$ cat src/rtl/stopwatch_pkg.sv
// Shared types and defaults for the stopwatch control sequencer.
// Holds the FSM state encoding, the digit bus width and the default debounce length.
package stopwatch_pkg;

    localparam int SW_DIGITS_W        = 16;
    localparam int SW_DEBOUNCE_CYCLES = 50000;

    typedef enum logic [1:0] {
        ST_IDLE  = 2'b00,
        ST_RUN   = 2'b01,
        ST_LAP   = 2'b10,
        ST_PAUSE = 2'b11
    } sw_state_t;

    // Counting continues while a lap value is being shown.
    function automatic logic state_counts(input sw_state_t s);
        return (s == ST_RUN) || (s == ST_LAP);
    endfunction

endpackage

$ cat src/rtl/stopwatch_ctrl_btn_debounce.sv
// Push-button conditioner: 2-flop synchronizer, stability counter, rising-edge press pulse.
// Press pulse appears DEBOUNCE_CYCLES+2 edges after the raw level is first sampled; no backpressure.
module btn_debounce
    import stopwatch_pkg::*;
#(
    parameter int DEBOUNCE_CYCLES = SW_DEBOUNCE_CYCLES
) (
    input  logic clk_main,
    input  logic reset,
    input  logic btn,
    output logic level,
    output logic press
);

    localparam int                CNT_W    = $clog2(DEBOUNCE_CYCLES);
    localparam logic [CNT_W-1:0] CNT_LAST = CNT_W'(DEBOUNCE_CYCLES - 1);

    logic             sync1_q, sync1_d;
    logic             sync2_q, sync2_d;
    logic             level_q, level_d;
    logic             level_dly_q, level_dly_d;
    logic             press_q, press_d;
    logic [CNT_W-1:0] cnt_q, cnt_d;

    always_comb begin
        sync1_d     = btn;
        sync2_d     = sync1_q;
        level_d     = level_q;
        cnt_d       = '0;
        // The count only survives while the synchronized level keeps disagreeing.
        if (sync2_q != level_q) begin
            if (cnt_q == CNT_LAST) begin
                level_d = sync2_q;
            end else begin
                cnt_d = cnt_q + CNT_W'(1);
            end
        end
        level_dly_d = level_q;
        press_d     = level_q & ~level_dly_q;
    end

    always_ff @(posedge clk_main or negedge reset) begin
        if (!reset) begin
            sync1_q     <= 1'b0;
            sync2_q     <= 1'b0;
            level_q     <= 1'b0;
            level_dly_q <= 1'b0;
            press_q     <= 1'b0;
            cnt_q       <= '0;
        end else begin
            sync1_q     <= sync1_d;
            sync2_q     <= sync2_d;
            level_q     <= level_d;
            level_dly_q <= level_dly_d;
            press_q     <= press_d;
            cnt_q       <= cnt_d;
        end
    end

    assign level = level_q;
    assign press = press_q;

endmodule

$ cat src/rtl/stopwatch_ctrl.sv
// Stopwatch control sequencer: debounced start/stop and lap/clear buttons drive a 4-state FSM.
// Outputs change DEBOUNCE_CYCLES+3 edges after a held press is first sampled; no backpressure.
module stopwatch_ctrl
    import stopwatch_pkg::*;
#(
    parameter int DEBOUNCE_CYCLES = SW_DEBOUNCE_CYCLES,
    parameter int DIGITS_W        = SW_DIGITS_W
) (
    input  logic                clk_main,
    input  logic                reset,
    input  logic                btn_start,
    input  logic                btn_lap,
    input  logic [DIGITS_W-1:0] count_bcd,
    output logic                run,
    output logic                clear,
    output logic                lap_active,
    output logic [DIGITS_W-1:0] disp_bcd,
    output logic [1:0]          state
);

    logic       start_press;
    logic       lap_press;
    logic [1:0] levels_unused;

    btn_debounce #(
        .DEBOUNCE_CYCLES(DEBOUNCE_CYCLES)
    ) u_start_db (
        .clk_main(clk_main),
        .reset   (reset),
        .btn     (btn_start),
        .level   (levels_unused[0]),
        .press   (start_press)
    );

    btn_debounce #(
        .DEBOUNCE_CYCLES(DEBOUNCE_CYCLES)
    ) u_lap_db (
        .clk_main(clk_main),
        .reset   (reset),
        .btn     (btn_lap),
        .level   (levels_unused[1]),
        .press   (lap_press)
    );

    sw_state_t           state_q, state_d;
    logic                run_q, run_d;
    logic                clear_q, clear_d;
    logic                lap_active_q, lap_active_d;
    logic [DIGITS_W-1:0] lap_reg_q, lap_reg_d;

    always_comb begin
        state_d   = state_q;
        clear_d   = 1'b0;
        lap_reg_d = lap_reg_q;
        // Start is tested first everywhere, so a coincident lap press is dropped.
        unique case (state_q)
            ST_IDLE: begin
                if (start_press) begin
                    state_d = ST_RUN;
                end else if (lap_press) begin
                    clear_d = 1'b1;
                end
            end
            ST_RUN: begin
                if (start_press) begin
                    state_d = ST_PAUSE;
                end else if (lap_press) begin
                    lap_reg_d = count_bcd;
                    state_d   = ST_LAP;
                end
            end
            ST_LAP: begin
                if (start_press) begin
                    state_d = ST_PAUSE;
                end else if (lap_press) begin
                    lap_reg_d = count_bcd;
                end
            end
            ST_PAUSE: begin
                if (start_press) begin
                    state_d = ST_RUN;
                end else if (lap_press) begin
                    clear_d = 1'b1;
                    state_d = ST_IDLE;
                end
            end
            default: state_d = ST_IDLE;
        endcase
        run_d        = state_counts(state_d);
        lap_active_d = (state_d == ST_LAP);
    end

    always_ff @(posedge clk_main or negedge reset) begin
        if (!reset) begin
            state_q      <= ST_IDLE;
            run_q        <= 1'b0;
            clear_q      <= 1'b0;
            lap_active_q <= 1'b0;
            lap_reg_q    <= '0;
        end else begin
            state_q      <= state_d;
            run_q        <= run_d;
            clear_q      <= clear_d;
            lap_active_q <= lap_active_d;
            lap_reg_q    <= lap_reg_d;
        end
    end

    assign run        = run_q;
    assign clear      = clear_q;
    assign lap_active = lap_active_q;
    assign state      = state_q;
    assign disp_bcd   = lap_active_q ? lap_reg_q : count_bcd;

endmodule

$ cat config.mk
export PLATFORM = sky130hd
export DESIGN_NAME = stopwatch_ctrl
export DESIGN_NICKNAME = d
export VERILOG_FILES = /design/src/rtl/stopwatch_pkg.sv /design/src/rtl/stopwatch_ctrl_btn_debounce.sv /design/src/rtl/stopwatch_ctrl.sv
export SDC_FILE = /design/constraint.sdc
export NUM_CORES = 1
export LEC_CHECK = 0
export CORE_ASPECT_RATIO = 1.4
export CORE_MARGIN = 4
export CORE_UTILIZATION = 61
export CTS_BUF_LIST = sky130_fd_sc_hd__clkbuf_4 sky130_fd_sc_hd__clkbuf_8
export CTS_CLUSTER_DIAMETER = 200
export DETAILED_ROUTE_END_ITERATION = 10
export PLACE_DENSITY = 0.95
export SYNTH_ARGS = -nofsm -noshare
export SYNTH_HDL_FRONTEND = slang
export SYNTH_HIERARCHICAL = 1
export SYNTH_SLANG_ARGS = --single-unit
$ cat constraint.sdc
create_clock -name clk_main -period 3.3 [get_ports clk_main]
set_clock_uncertainty 0.05 [all_clocks]
set_input_delay 0.66 -clock clk_main [delete_from_list [all_inputs] [get_ports clk_main]]
set_output_delay 0.66 -clock clk_main [all_outputs]
set_load 0.02 [all_outputs]
# Word level (Yosys, flattened, before mapping)
# Index checks and enable logic that the tools add are counted.
[op_classes]
add_sub_neg = 2
n_eq_ne = 9
n_mux = 15
bitwise_logic = 5
n_reduce_logical = 7
[ops]
columns = ["op", "n"]
rows = [
  ["two-way mux 16 bit", 5],
  ["adder 16 x 1 -> 16 bit (second input constant)", 2],
  ["== test 16 bit (second input constant)", 2],
  ["two-way mux 2 bit", 6],
  ["case mux 2 bit (4 select lines)", 1],
  ["== test 2 bit (second input constant)", 3],
  ["== test 2 x 1 -> 1 bit (second input constant)", 2],
  ["AND reduction 2 bit", 2],
  ["OR reduction 2 bit", 2],
  ["two-way mux 1 bit", 3],
  ["inverter 1 bit", 3],
  ["AND reduction 3 bit", 1],
  ["bitwise AND 1 bit", 2],
  ["zero test 2 bit", 1],
  ["!= test 1 bit", 2],
  ["logical OR 1 bit", 1],
]
[word_totals]
register_bits = 63
input_bits = 20

# Longest topological paths before layout
# Gate-level depths: netlist of run 1.
[logic_depth]
ltp_word = 5
ltp_mapped = 7
depth_no_buf = 7

# By module
# The synthesis of run 1 kept the hierarchy.
[modules_own_cells]
columns = ["module", "n_inst", "cells_each", "area_per_inst_um2"]
rows = [
  ["btn_debounce", 2, 86, 993.5],
  ["stopwatch_ctrl", 1, 80, 1109.8],
]

# Worst setup path before layout of run 1
# No wires, ideal clock.
[synth_timing]
kind = "register to output"
from = "register lap_active_q (netlist: lap_active)"
to = "output port disp_bcd[10]"
arrival_ns = 1.261
slack_ns = 1.329
stages_incl_launch_ff = 4
n_path_buf = 2
cell_sequence = "dfrtp_1 > buf_2 > buf_2 > mux2_2"
[synth_between]
elab_chain_cells = 1
[synth_rtl]
columns = ["item", "line_no", "source"]
rows = [
  ["start, declared", "stopwatch_ctrl.sv:48", "logic lap_active_q, lap_active_d;"],
  ["start signal, assigned", "stopwatch_ctrl.sv:104", "lap_active_q <= lap_active_d;"],
  ["two-way mux 16 bit", "stopwatch_ctrl.sv:113", "assign disp_bcd = lap_active_q ? lap_reg_q : count_bcd;"],
  ["end, declared", "stopwatch_ctrl.sv:17", "output logic [DIGITS_W-1:0] disp_bcd,"],
]
# No other way between the ends.

# Final worst setup path of run 1
[layout_timing]
from = "register lap_active_q (netlist: lap_active)"
to = "output port disp_bcd[13]"
# Same word-level chain as after synthesis.

==> flow_metrics.tcl, run 1 <==
set metrics [dict create \
    finalInstanceArea_mm2 0.00374 \
    grt_first_pass_wirelength_um 10100 \
    rsz0062_at_grt "no" \
    synth-seq-cells 63 \
    tightest_slew_ps 696 \
    num_rows 30 \
    grt_use_total_pct 21.5 \
    slowest_delay_ps 790 \
    core_mm2 0.00488 \
    ir_worst_vdd_v 0.000260 \
    power_mw 1.58 \
    placement.io_buffers 40 \
    dr_total_vias 2056 \
    fmax_ghz 0.357 \
    hpwl_um 4280 \
    ctsHoldBuffers 0 \
    vias_per_cell 5.59 \
    cp.arrival_ps 2090 \
    synth_edf_count 0 \
    insertedDiodeCount 0 \
    synthArstFlopShare_pct 100 \
    synth_cells 252 \
    place_ws_ps 677 \
    holdCritPathClass "primary input to async pin" \
    fin_nets 328 \
    overflow 0 \
    die_w_um 68.2 \
    hold_viol 0 \
    die_area_mm2 0.00630 \
    drt_iter0_drc 205 \
    synthDistinctLibCells 33 \
    critPathBufInv 1 \
    period_needed_ps 2800 \
    powerDensity_mw_per_mm2 423 \
    fin_ws_ps 495 \
    cts_tree "built" \
    cts_sinks 63 \
    yosysTopAreaCell "dfrtp_1" \
    critPathTopFamily "flip-flops" \
    status "finished clean" \
    fillers 298 \
    drt_pass1_iterations 4 \
    fin_tns_setup_ps 0 \
    area_growth_syn_to_layout_pct 20.8 \
    final_util_pct 76.6 \
    ys_seq_area_share_pct 50.9 \
    htree_num_levels 3 \
    antenna_found_initial 0 \
    boundaryPins 41 \
    clockBufferDepth 2 \
    antenna_left 0 \
    layout-drive-gt1-share_pct 25.3 \
    clk_latency_ps 340 \
    cts-resized-gates 0 \
    die_h_um 92.3 \
    cts_setup_buffers 0 \
    critPathRequiredTime_ps 2590 \
    start_kind "register" \
    numCtsBuffers 9 \
    synth_area_leaders "dfrtp_1, mux2_2, xnor2_1" \
    crit_chain "mux2_2 > clkdlybuf4s50_1" \
    max_cap_violations 0 \
    period_share_pct 85.0 \
    worstSetupEndpointType "output pin" \
    grt_max_degree 31 \
    grt_pass1_vias 2196 \
    maxSlewViolCount 0 \
    crit_fanout 17 \
    wl_per_cell_um 16.2 \
    yosys_warnings 6 \
    critical_path_class "register to output pin" \
    leakagePower_nw 1.56 \
    syn_avg_cell_area_um2 12.3 \
    slew_headroom_pct 53.6 \
    syn-num-nets 280 \
    post_dp_cell_area_mm2 0.00354 \
    synth.top_cell.area_share_pct 50.9 \
    place.gp.congestion 0.862 \
    mappedNetlistArea_mm2 0.00310 \
    routed_wl_um 5980 \
    synth_ff_type "dfrtp_1" \
    cts_root_buf "clkbuf_8" \
    clk_pin_slew_ps 70 \
    setup_viol 0 \
    initial_core_util_pct 63.5 \
    route.detailed.drc 0 \
    worst_path_max_delay_cell "dfrtp_1" \
]
==> kinds of logic after synthesis <==
| group | count (synthesis) | share of synthesized area (%) |
|---|---|---|
| flip-flops | 63 | 50.9 |
| AND/OR/NAND/NOR | 97 | 20.8 |
| AO/OA/AOI/OAI | 5 | 1.21 |
| buffers and inverters | 15 | 2.63 |
| multiplexers | 34 | 12.7 |
| XOR/XNOR | 30 | 8.48 |
| adder cells (fa/ha/maj) | 8 | 3.23 |
==> metal layers <==
layer / share of wire (%) / track usage (%)
met2: 53 / 36.0
met4: 2.2 / 9.62
met1: 39 / 24.3
met5: 0 / 0
met3: 5.9 / 6.80
==> path summary, 6_finish.rpt <==
| kind | start | slack, ps | to | cells past startpoint |
|---|---|---|---|---|
| worst max-delay path | lap_active$_DFF_PN0_ | 500 | disp_bcd[13] | 2 |
| worst min-delay path | reset | 290 | u_start_db/cnt_q[15]$_DFF_PN0_ | 1 |
| worst max register to register | state[0]$_DFF_PN0_ | 1370 | run$_DFF_PN0_ | 7 |
| worst min register to register | u_start_db/sync1_q$_DFF_PN0_ | 300 | u_start_db/sync2_q$_DFF_PN0_ | 0 |
| max in group asynchronous | reset | 2200 | u_start_db/cnt_q[0]$_DFF_PN0_ | 2 |
| min in group clk_main | u_start_db/sync1_q$_DFF_PN0_ | 300 | u_start_db/sync2_q$_DFF_PN0_ | 0 |
==> placed cells by master (no fill, tap or decap), drive strengths merged <==
cell type	netlist	routed
and4b	2	2
and3	4	4
or3b	1	1
a221oi	1	1
nor3	8	8
nor4b	4	4
clkinv	0	3
bufinv	0	1
nor3b	1	1
nand2	6	6
xnor2	24	24
inv	10	10
clkbuf	0	11
nor2	37	37
clkdlybuf4s50	0	39
o21a	1	1
buf	5	3
a21oi	1	1
ha	8	8
dfrtp	63	63
nand3	13	13
or2	1	1
o22ai	2	2
nor2b	3	3
nand4	8	8
xor2	6	6
mux2	34	34
nor4	9	9
==> metrics by stage <==
stage               cells  hold WS (ps)
detailed placement    353           287
global route          368           311
global placement      353           285
CTS                   368           302
finish                368           294
floorplan             252           281
==> registers in the layout (all words and copies together), names as in the netlist <==
| signal | cells |
|---|---|
| u_lap_db/press | 1 |
| u_start_db/level | 1 |
| lap_reg_q | 16 |
| u_start_db/sync1_q | 1 |
| run | 1 |
| u_lap_db/sync1_q | 1 |
| u_lap_db/level | 1 |
| lap_active | 1 |
| u_start_db/cnt_q | 16 |
| u_lap_db/sync2_q | 1 |
| u_lap_db/level_dly_q | 1 |
| u_lap_db/cnt_q | 16 |
| u_start_db/sync2_q | 1 |
| state | 2 |
| u_start_db/press | 1 |
| clear | 1 |
| u_start_db/level_dly_q | 1 |
==> cell usage after synthesis, types with 4 or more instances <==
master / instances
nand2_1: 4
nand4_1: 4
dfrtp_1: 63
and3_1: 4
nor4b_1: 4
nor2_2: 6
nor2_1: 31
nor3_1: 8
mux2_2: 31
xnor2_1: 24
xor2_1: 6
ha_1: 8
inv_1: 9
nor4_2: 8
nand3_1: 10
==> cell type report <==
type / count / area [µm²] / area share [%]
clock buffers: 11 / 151 / 4.05
clock inverters: 4 / 45.0 / 1.20
inverters: 10 / 37.5 / 1.00
multi-input cells: 174 / 1440 / 38.5
flip-flops and latches: 63 / 1580 / 42.2
well taps: 64 / 80.1 / 2.14
repair buffers: 42 / 410 / 11.0
==> report_power, final <==
part / leakage [nW] / switching [mW] / internal [mW]
registers: 0.829 / 0.0135 / 0.791
logic: 0.623 / 0.0535 / 0.0589
clock network: 0.105 / 0.283 / 0.382
Power figures use the tool's default switching activity.
==> inputs of run 2 (changes only) <==
--- a/config.mk
+++ b/config.mk
@@ -7,11 +7,11 @@
 export LEC_CHECK = 0
 export CORE_ASPECT_RATIO = 1.4
 export CORE_MARGIN = 4
-export CORE_UTILIZATION = 61
+export CORE_UTILIZATION = 57
 export CTS_BUF_LIST = sky130_fd_sc_hd__clkbuf_4 sky130_fd_sc_hd__clkbuf_8
 export CTS_CLUSTER_DIAMETER = 200
 export DETAILED_ROUTE_END_ITERATION = 10
-export PLACE_DENSITY = 0.95
+export PLACE_DENSITY = 0.93
 export SYNTH_ARGS = -nofsm -noshare
 export SYNTH_HDL_FRONTEND = slang
 export SYNTH_HIERARCHICAL = 1
==> constraint.sdc (replaced) <==
create_clock -name clk_main -period 2.6 [get_ports clk_main]
set_clock_uncertainty 0.05 [all_clocks]
set_input_delay 0.52 -clock clk_main [delete_from_list [all_inputs] [get_ports clk_main]]
set_output_delay 0.52 -clock clk_main [all_outputs]
set_load 0.02 [all_outputs]
==> flow_metrics.tcl, run 2 (same netlist as run 1, synthesis figures left out) <==
set metrics [dict create \
    status "finished clean" \
    setup_viol 0 \
    clk_pin_slew_ps 70 \
    grt_first_pass_wirelength_um 9870 \
    cp.arrival_ps 1910 \
    critPathRequiredTime_ps 2030 \
    finalInstanceArea_mm2 0.00376 \
    crit_fanout 13 \
    routed_wl_um 5810 \
    boundaryPins 41 \
    wl_per_cell_um 15.7 \
    ctsHoldBuffers 0 \
    start_kind "register" \
    vias_per_cell 5.45 \
    overflow 0 \
    critical_path_class "register to output pin" \
    max_cap_violations 0 \
    fillers 370 \
    antenna_found_initial 0 \
    hpwl_um 4120 \
    cts_sinks 63 \
    final_cell_mix "dfrtp_1, clkdlybuf4s50_1, nor2_1, mux2_2, xnor2_1" \
    wl_met2_um 3110 \
    numCtsBuffers 9 \
    holdCritPathClass "primary input to async pin" \
    worstSetupEndpointType "output pin" \
    wl_met3_um 241 \
    period_needed_ps 2480 \
    route.detailed.drc 0 \
    tightest_slew_ps 760 \
    rsz0062_at_grt "no" \
    cts_root_buf "clkbuf_8" \
    place.gp.congestion 0.805 \
    multi_input_area_mm2 0.00144 \
    antenna_left 0 \
    reg.largest.list "lap_reg_q: 16 flops, u_lap_db/cnt_q: 16 flops, u_start_db/cnt_q: 16 flops" \
    placement.io_buffers 40 \
    cts_tree "built" \
    placed_cells 355 \
    area_growth_syn_to_layout_pct 21.3 \
    grt_max_degree 64 \
    top_layer "met4" \
    fin_tns_setup_ps 0 \
    layout_commonest_cell "dfrtp_1" \
    post_dp_cell_area_mm2 0.00356 \
    grt_use_total_pct 19.0 \
    die_h_um 95.2 \
    insertedDiodeCount 0 \
    powerDensity_mw_per_mm2 531 \
    fin_cells 371 \
    grt_pass1_vias 2089 \
    hold_viol 0 \
    regArea_mm2 0.00158 \
    clockBufferDepth 2 \
    layout-drive-gt1-share_pct 25.6 \
    core_mm2 0.00524 \
    fin_nets 328 \
    drt_iter0_drc 140 \
    ff2ff_path_depth 7 \
    wl_met1_um 2380 \
    maxSlewViolCount 0 \
    leakagePower_nw 1.55 \
    cts_setup_buffers 0 \
    drt_pass1_iterations 4 \
    dr_total_vias 2021 \
    fmax_ghz 0.403 \
    die_area_mm2 0.00669 \
    clk_latency_ps 330 \
    die_w_um 70.3 \
    ir_worst_vdd_v 0.000384 \
    period_share_pct 95.5 \
    cts-resized-gates 0 \
    initial_core_util_pct 59.1 \
    slew_headroom_pct 49.3 \
    htree_num_levels 3 \
    num_rows 31 \
]
==> run 2: changes by cell type in the layout (fill, tap and decap cells not counted) <==
cell / change
clkbuf_8: -1
clkinvlp_4: +2
buf_4: -1
buf_12: +1
==> run 2: per-stage QoR <==
step | total power, mW | util, % | worst slack [ps] | hold WS [ps]
after floorplan | 1.10 | - | 730 | 174
after global placement | 1.18 | 68.0 | 264 | 281
after detailed placement | 1.18 | 68.0 | 258 | 285
after CTS | 2.02 | 71.7 | 96.0 | 300
after global routing | 2.07 | 71.7 | 37.7 | 317
final | 1.99 | 71.7 | 118 | 288
==> run 2: per-layer routing <==
metal	GRT usage, %	up-vias
li1	-	965
met1	21.9	995
met2	33.6	52
met3	4.22	9
met4	8.31	0
met5	0	-
==> run 2: final cells by class <==
class,count,share of cell area (%)
clock buffers,10,3.66
clock inverters,6,1.60
inverters,10,0.999
multi-input cells,174,38.3
flip-flops and latches,63,42.0
well taps,66,2.20
repair buffers,42,11.3
==> run 2: worst paths after layout <==
kind                                                   start                      endpoint  slack, ps
worst min register to register  u_start_db/sync1_q$_DFF_PN0_  u_start_db/sync2_q$_DFF_PN0_        300
min in group clk_main           u_start_db/sync1_q$_DFF_PN0_  u_start_db/sync2_q$_DFF_PN0_        300
worst max-delay path                    lap_active$_DFF_PN0_                  disp_bcd[13]        120
max in group asynchronous                              reset  u_lap_db/cnt_q[15]$_DFF_PN0_       1710
worst max register to register            state[0]$_DFF_PN0_                 run$_DFF_PN0_        730
worst min-delay path                                   reset      lap_reg_q[5]$_DFFE_PN0P_        290
==> run 2: worst max-delay path, cell delays in order, from the launching register on <==
cell	delay (ps)
dfrtp_1	480
buf_12	180
mux2_2	370
clkdlybuf4s50_1	550
==> run 2: power by group <==
| part | internal (mW) | switching (mW) |
|---|---|---|
| clock | 0.463 | 0.369 |
| sequential | 1.00 | 0.0168 |
| combinational | 0.0743 | 0.0678 |
